[src/rtl/alu_mdu_controller.sv]
// ALU operation decoder plus an optional iterative multiply/divide unit.
// Decode is purely combinational; the MDU spends exactly XLEN radix-2 steps per operation.
module alu_mdu_controller #(
    parameter int XLEN   = 32,
    parameter bit MDU_EN = 1'b1
) (
    input  logic            clk,
    input  logic            reset,
    input  logic            valid_i,
    input  logic [1:0]      ALUOp,
    input  logic            Itype,
    input  logic [6:0]      Funct7,
    input  logic [2:0]      Funct3,
    input  logic [XLEN-1:0] src_a,
    input  logic [XLEN-1:0] src_b,
    output logic [3:0]      Operation,
    output logic            illegal,
    output logic            is_mdu,
    output logic            stall,
    output logic            mdu_done,
    output logic [XLEN-1:0] mdu_result
);

    localparam logic [3:0] OP_AND   = 4'b0000;
    localparam logic [3:0] OP_OR    = 4'b0001;
    localparam logic [3:0] OP_ADD   = 4'b0010;
    localparam logic [3:0] OP_SUB   = 4'b0011;
    localparam logic [3:0] OP_XOR   = 4'b0100;
    localparam logic [3:0] OP_SRL   = 4'b0101;
    localparam logic [3:0] OP_SLL   = 4'b0110;
    localparam logic [3:0] OP_SRA   = 4'b0111;
    localparam logic [3:0] OP_EQ    = 4'b1000;
    localparam logic [3:0] OP_NE    = 4'b1001;
    localparam logic [3:0] OP_LT    = 4'b1010;
    localparam logic [3:0] OP_GE    = 4'b1011;
    localparam logic [3:0] OP_LTU   = 4'b1100;
    localparam logic [3:0] OP_GEU   = 4'b1101;
    localparam logic [3:0] OP_PASSB = 4'b1110;

    localparam logic [6:0] F7_BASE = 7'b0000000;
    localparam logic [6:0] F7_ALT  = 7'b0100000;
    localparam logic [6:0] F7_MDU  = 7'b0000001;

    function automatic logic [3:0] arith_op(input logic [2:0] f3);
        case (f3)
            3'b000:  arith_op = OP_ADD;
            3'b001:  arith_op = OP_SLL;
            3'b010:  arith_op = OP_LT;
            3'b011:  arith_op = OP_LTU;
            3'b100:  arith_op = OP_XOR;
            3'b101:  arith_op = OP_SRL;
            3'b110:  arith_op = OP_OR;
            default: arith_op = OP_AND;
        endcase
    endfunction

    always_comb begin
        // NOTE: every output is defaulted first so no path through the case infers a latch.
        Operation = OP_ADD;
        illegal   = 1'b0;
        is_mdu    = 1'b0;
        case (ALUOp)
            2'b00: Operation = OP_ADD;
            2'b01: begin
                case (Funct3)
                    3'b000:  Operation = OP_EQ;
                    3'b001:  Operation = OP_NE;
                    3'b100:  Operation = OP_LT;
                    3'b101:  Operation = OP_GE;
                    3'b110:  Operation = OP_LTU;
                    3'b111:  Operation = OP_GEU;
                    default: illegal   = 1'b1;
                endcase
            end
            2'b10: begin
                if (Itype) begin
                    // Immediate forms: Funct7 is mostly immediate bits, shifts keep their checks.
                    if (Funct3 == 3'b101)
                        Operation = Funct7[5] ? OP_SRA : OP_SRL;
                    else if ((Funct3 == 3'b001 && Funct7 != F7_BASE) || Funct7 == F7_ALT)
                        illegal = 1'b1;
                    else
                        Operation = arith_op(Funct3);
                end else if (Funct7 == F7_BASE) begin
                    Operation = arith_op(Funct3);
                end else if (Funct7 == F7_ALT && Funct3 == 3'b000) begin
                    Operation = OP_SUB;
                end else if (Funct7 == F7_ALT && Funct3 == 3'b101) begin
                    Operation = OP_SRA;
                end else if (Funct7 == F7_MDU && MDU_EN) begin
                    is_mdu = 1'b1;
                end else begin
                    illegal = 1'b1;
                end
            end
            default: Operation = OP_PASSB;
        endcase
        if (illegal) Operation = OP_ADD;
    end

    if (MDU_EN) begin : g_mdu
        localparam int CW = $clog2(XLEN);
        localparam logic [1:0] S_IDLE = 2'd0;
        localparam logic [1:0] S_MUL  = 2'd1;
        localparam logic [1:0] S_DIV  = 2'd2;
        localparam logic [1:0] S_DONE = 2'd3;

        logic [1:0]      state_q,    state_d;
        logic [CW-1:0]   cnt_q,      cnt_d;
        logic [2:0]      f3_q,       f3_d;
        logic [XLEN-1:0] a_q,        a_d;
        logic [XLEN-1:0] opnd_q,     opnd_d;
        logic [XLEN-1:0] lo_q,       lo_d;
        logic [XLEN-1:0] acc_q,      acc_d;
        logic            neg_main_q, neg_main_d;
        logic            neg_rem_q,  neg_rem_d;
        logic            bzero_q,    bzero_d;
        logic [XLEN-1:0] result_q,   result_d;

        logic            a_signed, b_signed, neg_a, neg_b, start, last_step, fits;
        logic [XLEN-1:0] mag_a, mag_b, acc_step, lo_step, quo, rem;
        logic [XLEN:0]   sum, shifted, trial;
        logic [2*XLEN-1:0] product, prod_s;

        always_comb begin
            a_signed = Funct3[2] ? ~Funct3[0] : (Funct3[1:0] != 2'b11);
            b_signed = Funct3[2] ? ~Funct3[0] : ~Funct3[1];
            neg_a    = a_signed & src_a[XLEN-1];
            neg_b    = b_signed & src_b[XLEN-1];
            mag_a    = neg_a ? -src_a : src_a;
            mag_b    = neg_b ? -src_b : src_b;
            start    = (state_q == S_IDLE) && valid_i && is_mdu;

            // Multiply: shift-add over {acc, lo}; divide: restoring step over {acc, lo}.
            sum      = {1'b0, acc_q} + (lo_q[0] ? {1'b0, opnd_q} : '0);
            shifted  = {acc_q, lo_q[XLEN-1]};
            trial    = shifted - {1'b0, opnd_q};
            fits     = ~trial[XLEN];
            if (state_q == S_DIV) begin
                acc_step = fits ? trial[XLEN-1:0] : shifted[XLEN-1:0];
                lo_step  = {lo_q[XLEN-2:0], fits};
            end else begin
                acc_step = sum[XLEN:1];
                lo_step  = {sum[0], lo_q[XLEN-1:1]};
            end

            product = {acc_step, lo_step};
            prod_s  = neg_main_q ? -product : product;
            quo     = bzero_q ? '1  : (neg_main_q ? -lo_step  : lo_step);
            rem     = bzero_q ? a_q : (neg_rem_q  ? -acc_step : acc_step);
            last_step = (cnt_q == CW'(XLEN - 1));

            state_d    = state_q;
            cnt_d      = cnt_q;
            f3_d       = f3_q;
            a_d        = a_q;
            opnd_d     = opnd_q;
            lo_d       = lo_q;
            acc_d      = acc_q;
            neg_main_d = neg_main_q;
            neg_rem_d  = neg_rem_q;
            bzero_d    = bzero_q;
            result_d   = result_q;
            case (state_q)
                S_IDLE: begin
                    if (start) begin
                        state_d    = Funct3[2] ? S_DIV : S_MUL;
                        cnt_d      = '0;
                        f3_d       = Funct3;
                        a_d        = src_a;
                        opnd_d     = Funct3[2] ? mag_b : mag_a;
                        lo_d       = Funct3[2] ? mag_a : mag_b;
                        acc_d      = '0;
                        neg_main_d = neg_a ^ neg_b;
                        neg_rem_d  = neg_a;
                        bzero_d    = (src_b == '0);
                    end
                end
                S_MUL, S_DIV: begin
                    acc_d = acc_step;
                    lo_d  = lo_step;
                    cnt_d = cnt_q + 1'b1;
                    if (last_step) begin
                        state_d = S_DONE;
                        cnt_d   = '0;
                        if (state_q == S_DIV)
                            result_d = f3_q[1] ? rem : quo;
                        else
                            result_d = (f3_q[1:0] == 2'b00) ? prod_s[XLEN-1:0]
                                                            : prod_s[2*XLEN-1:XLEN];
                    end
                end
                default: state_d = S_IDLE;
            endcase
        end

        // NOTE: state registers use non-blocking assignments so every flop samples pre-edge values.
        always_ff @(posedge clk) begin
            if (!reset) begin
                state_q    <= S_IDLE;
                cnt_q      <= '0;
                f3_q       <= '0;
                a_q        <= '0;
                opnd_q     <= '0;
                lo_q       <= '0;
                acc_q      <= '0;
                neg_main_q <= 1'b0;
                neg_rem_q  <= 1'b0;
                bzero_q    <= 1'b0;
                result_q   <= '0;
            end else begin
                state_q    <= state_d;
                cnt_q      <= cnt_d;
                f3_q       <= f3_d;
                a_q        <= a_d;
                opnd_q     <= opnd_d;
                lo_q       <= lo_d;
                acc_q      <= acc_d;
                neg_main_q <= neg_main_d;
                neg_rem_q  <= neg_rem_d;
                bzero_q    <= bzero_d;
                result_q   <= result_d;
            end
        end

        assign stall      = start || (state_q == S_MUL) || (state_q == S_DIV);
        assign mdu_done   = (state_q == S_DONE);
        assign mdu_result = result_q;
    end else begin : g_no_mdu
        assign stall      = 1'b0;
        assign mdu_done   = 1'b0;
        assign mdu_result = '0;
    end

endmodule

[config.mk]
export PLATFORM = sky130hd
export DESIGN_NAME = alu_mdu_controller
export DESIGN_NICKNAME = d
export VERILOG_FILES = /design/src/rtl/alu_mdu_controller.sv
export SDC_FILE = /design/constraint.sdc
export NUM_CORES = 1
export LEC_CHECK = 0
export ABC_AREA = 1
export CORE_MARGIN = 4
export CORE_UTILIZATION = 30
export DETAILED_ROUTE_END_ITERATION = 8
export GPL_TIMING_DRIVEN = 1
export HOLD_SLACK_MARGIN = 0.06
export SLEW_MARGIN = 15
export SYNTH_ARGS = -nofsm -noshare
export SYNTH_HDL_FRONTEND = slang
export SYNTH_SLANG_ARGS = --single-unit
[constraint.sdc]
create_clock -name clk -period 5 [get_ports clk]
set_clock_uncertainty 0.2 [all_clocks]
set_input_delay 1 -clock clk [delete_from_list [all_inputs] [get_ports clk]]
set_output_delay 1 -clock clk [all_outputs]
set_load 0.01 [all_outputs]
==> results.cfg, run 1 <==
[route]
drt_iter0_drc = 2733
firstDrtPassIters = 7
drc = 0
vias = 23583
routed_wl_um = 89110
ant_nets = 0
vias_per_cell = 5.266
wl_per_cell_um = 19.90

[worst_setup_path]
cp_max_fo = 4
path_buf_inv = 7
rr_worst_depth = 34
r2r-end = mdu_result[14]
cp.arrival_ns = 3.54
slowest_delay_ns = 0.57
cp_top_family = buffers and inverters
rrSetupSlack_ns = 0.36
critPathKind = input port to primary output
cp-start-kind = input port
cpMaxStageDelayCell = clkdlybuf4s50_1
critical_path.cell_chain = clkdlybuf4s50_1, nor2_1, inv_1, nor3_1, inv_1, nor2_2, inv_1, a21oi_1, inv_1, nand3_1, o21ai_0, a22o_1, nand2_1, inv_1, a31oi_1, clkdlybuf4s50_1
end_kind = primary output
path_common_cell = inv_1
r2r_start = g_mdu.lo_q[31]
required_ns = 3.80

[power_and_ir_drop]
seqPwrFrac_pct = 22.7
clkPwrFrac_pct = 22.1
powerDensity_nw_per_um2 = 293.8
sw_frac_of_total_pct = 50.80
switching_power_uw = 3360
p_int_uw = 3254
ir_drop_v = 0.0002287
p_leak_uw = 0.01095
combinationalPowerShare_pct = 55.3
finalPower_uw = 6614

[clocking]
clk_latency_ns = 0.48
cts.clk_slew.worst_paths_ns = 0.08
clockBufferDepth = 2
h-tree-depth = 4
cts_sinks = 172
cts_tree = built
cts-root-buf = clkbuf_16
cts_buffers = 17
hold_buffers = 0

[yosys]
synth-async-reset-ratio_pct = 0
synth_cells = 3532
syn_nets = 3692
synth_area_leaders = nand2_1 21%, dfxtp_1 18%, inv_1 8.6%
syn_avg_cell_area_sq_um = 5.521
seq_area_frac_synth_pct = 17.66
netlist_area_sq_um = 19500
synth_top_area_share_pct = 20.81
synthFlopType = dfxtp_1
yosys_warnings = 0
synth_edf_count = 0
yosys.area.top_type = nand2_1
synth_common_cells = 1081 x nand2_1, 449 x inv_1, 369 x nor2_1
ys_ff_latch = 172
yosysMostFrequentCell = nand2_1
synth.distinct_cells = 57

[floorplanning]
die_w_um = 263.0
core_area_sq_um = 64350
io_pins = 120
die-area_sq_um = 69150
rows = 93
die_height_um = 263.0
initial_utilization_pct = 30.31

[global_route]
grt_overflow = 0
grt_pass1_vias = 21069
grt.total_usage_pct = 24.64
antenna_found_initial = 1
grt_max_degree = 90
grt_pass1_wl_um = 132200

[finish]
fillCellCount = 7261
multi_input_area_sq_um = 13740
regArea_sq_um = 3446
fin_nets = 3770
antenna_cells = 0
area_growth_pct = 15.43
drive_gt1_share_pct = 7.756
utilization_pct = 34.98

[sta]
hold_slack_ns = 0.2733
drv_slew = 0
timing.slew.headroom_pct = 20.28
finalSetupTns_ns = 0
worst_pin_slew_ns = 1.183
fin_crit_sh_pct = 94.81
fin_crit_ns = 4.740
hold_viol = 0
setup_viol = 0
max_freq_mhz = 211.0
rsz0062_at_grt = true

[worst_hold_path]
min_path_cells = 2
hold_start = mdu_result[13]
hold-path-endpoint = mdu_result[13]
hold_path_class = register to register

[flow_run]
maxCapViolCount = 0

[placed_design]
dp_hpwl_um = 72370
place.gp.congestion = 1.058
port_buffers = 119

[outcome]
outcome = completed
-- through the flow --
| step | area, sq um | std cells | setup slack, ns |
|---|---|---|---|
| after floorplan | 19500 | 3532 | 0.8179 |
| after global placement | 21850 | 4445 | 0.1377 |
| after detailed placement | 21850 | 4445 | 0.1199 |
| after CTS | 22470 | 4477 | 0.2069 |
| after global routing | 22510 | 4478 | -0.02780 |
| final | 22510 | 4478 | 0.2597 |
-- layout make-up --
type                    count  share of cell area, %
inverters                 467                  7.787
repair buffers            205                  8.338
well taps                 855                  4.752
clock inverters            15                 0.8782
flip-flops and latches    172                  15.31
multi-input cells        2747                  61.05
clock buffers              17                  1.890
-- routing by layer --
layer / GRT usage, % / wire length [um]
met1: 34.39 / 38320
met3: 3.502 / 8578
met4: 10.00 / 4132
met5: 0 / 12
met2: 38.16 / 38060
-- power groups by stage --
stage | Sequential, uW | Combinational (uW) | Clock [uW]
after floorplan | 1510 | 2380 | 0
after global placement | 1530 | 3450 | 0
after detailed placement | 1530 | 3440 | 0
after CTS | 1500 | 3460 | 1460
after global routing | 1510 | 3950 | 1520
final | 1500 | 3650 | 1460
-- sequential cells by signal, indices dropped and copies added (netlist names) --
register,cells
g_mdu.cnt_q,5
g_mdu.acc_q,32
g_mdu.state_q,2
g_mdu.neg_main_q,1
g_mdu.lo_q,32
g_mdu.bzero_q,1
g_mdu.opnd_q,32
mdu_result,32
g_mdu.neg_rem_q,1
g_mdu.f3_q,2
g_mdu.a_q,32
-- worst min-delay path, delay by kind of cell (launching register included) --
| kind | cells | cell delay, ns |
|---|---|---|
| flops | 1 | 0.32 |
| simple gates | 1 | 0.06 |
| compound gates | 1 | 0.05 |
-- logic make-up (layout without fill, tap and decap cells) --
group,Yosys count,count (layout),share of synthesized area (%)
xor gates and xnor gates,112,112,5.030
buffers and inverters,613,704,12.19
AOI/OAI and AO/OA,623,623,17.69
adders and majority gates,80,80,5.210
and+or+nand+nor,1932,1932,42.22
DFF,172,172,17.66
-- layout by cell type (no fill, tap or decap), types with 8 or more instances in the layout --
master / instances
nand2_1: 1081
nor2_1: 364
inv_2: 15
o211ai_1: 27
nor2_4: 8
clkbuf_16: 17
nor3_1: 41
or2_2: 19
nand3_1: 263
a21oi_1: 244
xor2_1: 81
nand2_2: 51
ha_1: 77
xnor2_1: 31
clkdlybuf4s50_1: 117
buf_4: 82
nor2_2: 27
dfxtp_1: 170
nand3b_1: 18
o21ai_0: 225
inv_1: 448
a31oi_1: 33
o22ai_1: 9
o21ai_1: 19
nand4_1: 24
o21a_1: 11
-- worst max-delay path by stage --
stage / endpoint / slack (ns) / from / cells past startpoint
floorplan: mdu_result[26] / 0.82 / g_mdu.lo_q[31] / 32
global placement: g_mdu.opnd_q[30] / 0.14 / src_a[0] / 17
detailed placement: g_mdu.opnd_q[30] / 0.12 / src_a[0] / 17
CTS: Operation[3] / 0.21 / Funct7[3] / 16
global route: mdu_result[14] / -0.03 / g_mdu.lo_q[31] / 34
finish: Operation[3] / 0.26 / Funct7[3] / 16
-- timing repair --
action	in CTS	in global routing
setup endpoints to repair	0	19
setup buffers	0	1
resized for setup	0	10
(Power assumes the default switching activity.)
==> inputs of run 2 (changes only) <==
Settings changed: CORE_MARGIN 4 to default.
==> run 2 against run 1 <==
  * Final area grew 0.33%
  * Setup slack got worse by 0.040 ns
  * Core utilization is 0.11 points higher
  * Via count decreased by 1.0%
  * Sequential cell count did not move
  * Largest cell class unchanged
==> results.cfg, run 2 (synthesis results as in run 1) <==
[outcome]
outcome = completed

[sta]
finalSetupTns_ns = 0
setup_viol = 0
worst_pin_slew_ns = 1.193
max_freq_mhz = 209.2
drv_slew = 0
timing.slew.headroom_pct = 20.36
fin_crit_ns = 4.780
rsz0062_at_grt = false
hold_viol = 0
fin_crit_sh_pct = 95.61

[worst_setup_path]
cpMaxStageDelayCell = clkdlybuf4s50_1
required_ns = 3.80
path_common_cell = inv_1
cp_max_fo = 4
slowest_delay_ns = 0.57
cp-start-kind = input port
critPathKind = input port to primary output
cp.arrival_ns = 3.58
end_kind = primary output
rrSetupSlack_ns = 0.24
critical_path.cell_chain = clkdlybuf4s50_1, nor3_1, inv_1, nor2_1, inv_1, a21oi_1, inv_1, nand3_1, o21ai_0, a22o_1, nand2_1, inv_1, a31oi_1, clkdlybuf4s50_1

[finish]
final_common_cell = nand2_1
multi_input_area_sq_um = 13750
regArea_sq_um = 3445
antenna_cells = 0
fin_nets = 3781
final_cell_mix = 1081 x nand2_1, 447 x inv_1, 366 x nor2_1
stdcell_area_sq_um = 22580
area_growth_pct = 15.81
fillCellCount = 7247
drive_gt1_share_pct = 7.980

[power_and_ir_drop]
powerDensity_nw_per_um2 = 291.7
p_leak_uw = 0.01101
ir_drop_v = 0.0002997

[route]
highest_layer = met5
vias_per_cell = 5.199
ant_nets = 0
wl_met1_um = 40270
drt_iter0_drc = 2488
met2WireLength_um = 39040
drc = 0
firstDrtPassIters = 6
wl_per_cell_um = 20.19
routed_wl_um = 90620
wl_met3_um = 6638
vias = 23340

[floorplanning]
die_height_um = 257.0
core_area_sq_um = 64350
die-area_sq_um = 66030
initial_utilization_pct = 30.31
die_w_um = 257.0
rows = 93
io_pins = 120

[flow_run]
maxCapViolCount = 0

[placed_design]
dp_hpwl_um = 73940
place_area_sq_um = 21910
place.gp.congestion = 1.035
port_buffers = 119

[clocking]
cts_sinks = 172
cts_tree = built
h-tree-depth = 4
postCtsSetupRepairBufs = 0
cts.clk_slew.worst_paths_ns = 0.08
cts_buffers = 17
cts-root-buf = clkbuf_16
clockBufferDepth = 2
clk_latency_ns = 0.49

[global_route]
grt.total_usage_pct = 26.84
grt_pass1_vias = 21143
grt_overflow = 0
grt_max_degree = 90
grt_pass1_wl_um = 133800
antenna_found_initial = 1

[worst_hold_path]
hold_path_class = register to register
==> run 2: cell types whose count changed in the layout (fill, tap and decap cells not counted), moves of 2 or more <==
cell / previous run / this run
buf_12: 4 / 2
buf_4: 82 / 95
clkinv_4: 0 / 2
clkinv_8: 5 / 7
inv_12: 0 / 2
inv_6: 2 / 0
nor2_1: 364 / 366
nor2_2: 27 / 24
==> run 2: per-layer routing <==
metal	track usage [%]	vias to the layer above
met4	13.31	2
met1	36.60	10610
met5	0	-
met2	41.63	1065
li1	-	11492
met3	3.123	171
==> run 2: worst paths after layout <==
kind / from / end / cells past startpoint
setup / recovery: Funct7[5] / Operation[3] / 14
hold / removal: mdu_result[6] / mdu_result[6] / 2
setup reg to reg: g_mdu.lo_q[0] / mdu_result[27] / 27
hold reg to reg: mdu_result[6] / mdu_result[6] / 2
==> run 2: where the power goes <==
group | total (uW) | switching, uW | internal, uW
Clock | 1450 | 763 | 692
Combinational | 3630 | 2560 | 1070
Sequential | 1500 | 60.3 | 1440
==> run 2: timing repair <==
item	4_1_cts	5_1_grt
gates resized for setup	0	10
setup endpoints to repair	0	16
hold buffers	0	0
==> run 2: cell type report <==
cell class | instances | area share, %
sequential | 172 | 15.25
multi-input combinational | 2747 | 60.88
inverter | 467 | 7.762
clock inverter | 15 | 0.9252
timing repair buffer | 216 | 8.565
tap | 855 | 4.737
clock buffer | 17 | 1.884
==> run 2: worst max-delay path: cells and delay by family <==
| kind | cells | cell delay, ns |
|---|---|---|
| buffers and inverters | 6 | 1.36 |
| AOI/OAI and AO/OA | 4 | 0.64 |
| and+or+nand+nor | 4 | 0.59 |
==> run 2: stage by stage <==
stage	power (uW)	cells	utilization (%)	hold WS, ns	setup slack (ns)
floorplan	3886	3532	-	0.2497	0.8179
global placement	5018	4457	34.05	0.2580	0.1013
detailed placement	4994	4457	34.05	0.2652	0.03194
CTS	6451	4489	35.04	0.2765	0.1934
global route	6983	4489	35.10	0.3062	0.006340
finish	6588	4489	35.10	0.2762	0.2195
